**src/rtl/regbank_dump_reader.sv**
```systemverilog
// regbank_dump_reader
//   Read-side companion to the register-bank write sequencer. A start pulse
//   in IDLE walks register addresses 0..NUM_REGS-1 through one read port of
//   the bank. Each 32-bit value is captured and streamed out on a valid/ready
//   interface, tagged with its register index. The block never writes the
//   bank, so the write path is undisturbed.
//
// Ports
//   clk        clock, rising edge
//   rst        asynchronous, active-high reset
//   start      single-cycle dump request, sampled only in IDLE
//   rd_addr    bank read address (drives read_reg)
//   rd_data    bank read data, combinational from rd_addr
//   out_valid  out_data/out_idx hold a valid word
//   out_ready  consumer accepts the word on out_valid && out_ready
//   out_data   captured register value
//   out_idx    register index of out_data
//   busy       high from the cycle after start is accepted until done
//   done       single-cycle pulse after the last word is accepted
//
// Sequence per word: READ (one cycle, bank address stable, data captured at
// its closing edge) then SEND (held until the handshake). With out_ready
// held high this gives one word every two cycles.

module regbank_dump_reader #(
  parameter int NUM_REGS = 8,
  parameter int ADDR_W   = 3,
  parameter int DATA_W   = 32
) (
  input  logic              clk,
  input  logic              rst,
  input  logic              start,
  output logic [ADDR_W-1:0] rd_addr,
  input  logic [DATA_W-1:0] rd_data,
  output logic              out_valid,
  input  logic              out_ready,
  output logic [DATA_W-1:0] out_data,
  output logic [ADDR_W-1:0] out_idx,
  output logic              busy,
  output logic              done
);

  typedef enum logic [1:0] {
    S_IDLE = 2'd0,
    S_READ = 2'd1,
    S_SEND = 2'd2,
    S_DONE = 2'd3
  } state_t;

  localparam logic [ADDR_W-1:0] LAST_IDX = ADDR_W'(NUM_REGS - 1);

  state_t            state;
  logic [ADDR_W-1:0] idx;
  logic              hs;

  assign hs = out_valid & out_ready;

  // All outputs are registered. rd_addr is loaded alongside idx so the bank
  // address is already stable at the start of each READ cycle.
  always_ff @(posedge clk or posedge rst) begin
    if (rst) begin
      state     <= S_IDLE;
      idx       <= '0;
      rd_addr   <= '0;
      out_valid <= 1'b0;
      out_data  <= '0;
      out_idx   <= '0;
      busy      <= 1'b0;
      done      <= 1'b0;
    end else begin
      case (state)
        S_IDLE: begin
          done    <= 1'b0;
          rd_addr <= '0;
          if (start) begin
            idx   <= '0;
            busy  <= 1'b1;
            state <= S_READ;
          end
        end

        S_READ: begin
          out_data  <= rd_data;
          out_idx   <= idx;
          out_valid <= 1'b1;
          state     <= S_SEND;
        end

        S_SEND: begin
          if (hs) begin
            out_valid <= 1'b0;
            // Last-index check comes first so idx never wraps.
            if (idx == LAST_IDX) begin
              busy    <= 1'b0;
              done    <= 1'b1;
              rd_addr <= '0;
              state   <= S_DONE;
            end else begin
              idx     <= idx + 1'b1;
              rd_addr <= idx + 1'b1;
              state   <= S_READ;
            end
          end
        end

        S_DONE: begin
          // start here is dropped; it is only sampled back in IDLE.
          done  <= 1'b0;
          idx   <= '0;
          state <= S_IDLE;
        end

        default: begin
          state <= S_IDLE;
        end
      endcase
    end
  end

endmodule

```
**config.mk**
```make
export PLATFORM = sky130hd
export DESIGN_NAME = regbank_dump_reader
export DESIGN_NICKNAME = d
export VERILOG_FILES = /design/src/rtl/regbank_dump_reader.sv
export SDC_FILE = /design/constraint.sdc
export NUM_CORES = 1
export LEC_CHECK = 0
export CORE_MARGIN = 2
export CORE_UTILIZATION = 35
export DETAILED_ROUTE_END_ITERATION = 7
export PLACE_DENSITY = 0.67
export SLEW_MARGIN = 20
export SYNTH_ARGS = -nofsm -noshare
export SYNTH_HDL_FRONTEND = slang
export SYNTH_SLANG_ARGS = --single-unit
export TNS_END_PERCENT = 30
```
**constraint.sdc**
```tcl
create_clock -name clk -period 2.05 [get_ports clk]
set_clock_uncertainty 0.15 [all_clocks]
set_input_delay 0.41 -clock clk [delete_from_list [all_inputs] [get_ports clk]]
set_output_delay 0.41 -clock clk [all_outputs]
set_load 0.02 [all_outputs]
```
# [Word-level counts from Yosys, hierarchy flattened]
# Cells that the tools add are included.
[word_totals] reg_bits=46 in_bits=36 out_inout_bits=41 wordCells=50
[op_classes] addsub=1 eq_ne=8 n_mux=20 bitwise=1 n_reduce_logical=12
[ops] operator="$mux 3" count=5
[ops] operator="$pmux 3 s3" count=1
[ops] operator="$ne 2x2->1 const B" count=4
[ops] operator="$pmux 2 s4" count=1
[ops] operator="$reduce_and 4->1" count=2
[ops] operator="$mux 1" count=6
[ops] operator="$mux 2" count=3
[ops] operator="$pmux 1 s2" count=3
[ops] operator="$pmux 3 s2" count=1
[ops] operator="$reduce_and 2->1" count=3
[ops] operator="$reduce_bool 2->1" count=3
[ops] operator="$eq 2x2->1 const B" count=2
[ops] operator="$add 3x1->3 const B" count=1
[ops] operator="$eq 3x3->1 const B" count=1
[ops] operator="$reduce_and 3->1" count=1
[ops] operator="$reduce_bool 3->1" count=1
[ops] operator="$eq 2x1->1 const B" count=1
[ops] operator="$logic_not 2->1" count=1
[ops] operator="$reduce_or 2->1" count=1
[ops] operator="$and 1x1->1" count=1

# [Logic depth before layout (Yosys ltp)]
[logic_depth] depth_word=4 mapped_depth=6 depth_no_buf=5

# [Worst setup path before layout]
# OpenSTA, ideal clock, no wires.
[synth_timing] kind="register to register" startpoint="register idx[0]" endpoint="register idx[0]" setup_ns=0.104 arrival_time_ns=1.352 required_time_ns=1.796 path_slack_ns=0.444 path_stages_with_launch=6 path_buffers=0 period_less_slack_ns=1.606 cell_sequence="dfrtp_1 -> ha_1 -> ha_1 -> and3b_2 -> nand3_1 -> o311ai_1"
[synth_between] elab_chain_cells=4 word_cells_on_any_way=7 classes_between="1 x add/sub; 2 x eq/ne; 3 x mux; 1 x reduce/logical"
[synth_rtl] element="start, declared" line="53" rtl="logic [ADDR_W-1:0] idx;"
[synth_rtl] element="start signal, assigned" line="99" rtl="idx <= idx + 1'b1;"
[synth_rtl] element="$add 3x1->3" line="99"
[synth_rtl] element="$mux 3" line="93" rtl="if (idx == LAST_IDX) begin"
[synth_rtl] element="$mux 3" line="90" rtl="if (hs) begin"
[synth_rtl] element="$pmux 3 s3" line="71" rtl="case (state)"
# Several ways; a longest one is shown, not always the timed one. The select of a mux whose other input is x is not followed.
# A chain may end at the register's enable or synchronous reset.

# [Worst setup path after layout]
[layout_timing] startpoint="register out_valid" endpoint="output out_valid"
[layout_rtl] element="start, declared" line="35" rtl="output logic out_valid,"
[layout_rtl] element="start signal, assigned" line="65" rtl="out_valid <= 1'b0;"
[layout_rtl] element="start signal, assigned" line="85" rtl="out_valid <= 1'b1;"
[layout_rtl] element="start signal, assigned" line="91" rtl="out_valid <= 1'b0;"
# No word-level cell between the ends.

==> summary.md <==
| Metric | Value |
|---|---|
| CP delay by family, top | buffers and inverters |
| Final WL | 3950 um |
| Syn Nets | 182 |
| Final GP Congestion | 0.795 |
| PortBufs | 76 |
| Syn Inst Count | 140 |
| R2R Path End | idx[0] |
| Slew HR | 0.754 |
| GRT Overall Usage | 0.138 |
| Post-cts gate resize count | 0 |
| Max Freq | 504 MHz |
| CP startpoint kind | flop |
| WL per Instance | 13.4 um |
| Sum of buffers and inverters on the critical path | 1 |
| Crit share post-route | 0.967 |
| Unrepaired setup endpoints after global routing | false |
| Die height | 78.2 um |
| Share of cells above drive strength 1 | 0.234 |
| Die area | 6110 um2 |
| Worst-margin pin slew | 369 ps |
| Post-CTS Hold Fix Bufs | 0 |
| Drt pass-1 iters | 4 |
| FF-to-FF setup slack | 310 ps |
| CP max FO | 8 |
| Outcome | finished clean |
| Synth Flop Type | dfrtp_1 |
| Asr flop ratio synth | 1.00 |
| Crit end category | output port |
| Power per cell area | 1540 nW/um2 |
| Synth warnings | 0 |
| Placed Cells incl. Taps | 286 |
| Slew Viols, Final | 0 |
| Critical path class | reg2out |
| Largest net degree at the start of global routing | 47 |
| Post-synth EDFFs | 0 |
| Crit path cell chain | clkdlybuf4s50_1 |
| First-pass GRT wire length | 6670 um |
| Worst Hold Class | in2async |
| DR vias | 1364 |
| TritonCTS clock tree | built |
| Crit Reg-Reg Startpoint | idx[0] |
| R2R depth | 5 |
| Syn Area/Cell | 13.8 um2 |
| Final std cells w/o fill | 294 |
| Remaining DRCs | 0 |
| Setup TNS | 0 ps |
| Antenna violations before repair | 0 |
| Endpoints failing hold | 0 |
| Sequential share of the synthesized area | 0.598 |
| Sink Count | 46 |
| DRT iter0 DRCs | 54 |
| Max-cap viol count | 0 |
| Width of the die | 78.2 um |
| Clk root buf | clkbuf_8 |
| FP Rows | 27 |
| H-tree depth | 2 |
| CP arrival | 1420 ps |
| Deepest clock path buffer count | 2 |
| CTS buffer count | 5 |
| Global route overflow | 0 |
| Antenna cells | 0 |
| Minimum clock period | 1980 ps |
| CP startpoint | out_valid |
| Most common cell after layout, fill and taps aside | clkdlybuf4s50_1 |
| Boundary Pins | 77 |
| Setup Buffers After CTS | 0 |
| Antenna-violating nets left | 0 |
| Crit path required time | 1490 ps |
| Area Growth Syn to Fin | 52.8% |
| Critical path depth | 1 |
| P_leak | 1.24 nW |
| Vias per cell | 4.64 |
| Most frequent cells in the layout | 76 x clkdlybuf4s50_1, 46 x dfrtp_1, 35 x mux2_2 |
| CORE AREA | 5410 um2 |
| Clock-pin slew on the worst setup and hold paths | 90 ps |
| Worst setup path end | out_valid |
| Worst IR Drop VDD | 0.715 mV |
| Syn Std Cell Area | 1930 um2 |
| Final HPWL DP | 2790 um |
| Worst skew pair latency | 290 ps |
| Synth cell types | 24 |
| Setup-failing EPs final | 0 |
| Starting Density | 0.356 |
| Final #Nets | 263 |
| Slowest Stage Delay on Critical Path | 650 ps |
| Synthesized flop and latch total | 46 |
| Vias in the first global route | 1454 |
| CP max-delay cell | clkdlybuf4s50_1 |
-- cells by family after synthesis --
kind of cell	after synthesis	share of synthesized area
and+or+nand+nor	19	0.0533
buffers and inverters	10	0.0234
adders and majority gates	6	0.0390
DFF	46	0.598
AOI/OAI and AO/OA	21	0.0663
muxes	38	0.220
-- registers in the layout, summed over array words and instances, names as in the netlist --
| signal | count |
|---|---|
| done | 1 |
| idx | 3 |
| rd_addr | 3 |
| busy | 1 |
| out_idx | 3 |
| out_data | 32 |
| out_valid | 1 |
| state | 2 |
-- metrics by stage --
stage	util	hold WS [ps]	cell area [um2]	setup WS [ps]	total power, mW
3_3_place_gp	0.518	339	2800	211	3.72
5_1_grt	0.544	356	2940	7.57	4.80
4_1_cts	0.544	317	2940	54.5	4.60
2_1_floorplan	-	326	1930	402	2.77
3_5_place_dp	0.518	344	2800	176	3.75
6_report	0.544	304	2940	67.6	4.53
-- worst min-delay path: stages --
cell	delay (ps)
clkdlybuf4s50_1	410
inv_2	70
buf_12	230
-- area by class of cell --
| type | instances | area (um2) |
|---|---|---|
| Fill cell | 483 | 2460 |
| Timing Repair Buffer | 79 | 808 |
| Multi-Input combinational cell | 84 | 732 |
| Inverter | 5 | 18.8 |
| Sequential cell | 46 | 1150 |
| Tap cell | 72 | 90.1 |
| Clock inverter | 2 | 60.1 |
| Clock buffer | 6 | 82.6 |
-- where the power goes --
part | total [mW] | switching (mW) | internal, mW
clock | 0.823 | 0.303 | 0.520
sequential | 1.49 | 0.202 | 1.29
combinational | 2.22 | 1.02 | 1.20
total | 4.53 | 1.53 | 3.00
-- how the worst min path moves through the flow --
stage / startpoint / to / slack [ps] / cells past startpoint
floorplan: idx[1] / idx[1] / 330 / 1
global placement: out_data[11] / out_data[11] / 340 / 1
detailed placement: out_data[8] / out_data[8] / 340 / 1
CTS: rst / out_data[10] / 320 / 3
global route: rst / out_data[10] / 360 / 3
finish: rst / out_data[19] / 300 / 3
-- synth_stat cells (2+ instances only) --
cell       n  area share
a21oi_1    6       0.016
buf_2      3      0.0078
dfrtp_1   46        0.60
mux2i_1    3       0.016
nand3_1    5       0.013
o21ai_0    9       0.023
o211ai_1   2      0.0078
inv_1      5      0.0097
mux2_2    35        0.20
nor2_1     2      0.0039
ha_1       6       0.039
nand2_1    6       0.012
-- per-layer routing --
layer,wire length [um],track usage,share of wire
met5,0,0,0
met4,0,0.0263,0
met1,1810,0.178,0.46
met2,1900,0.228,0.48
met3,243,0.0483,0.062
(Power assumes the default switching activity.)
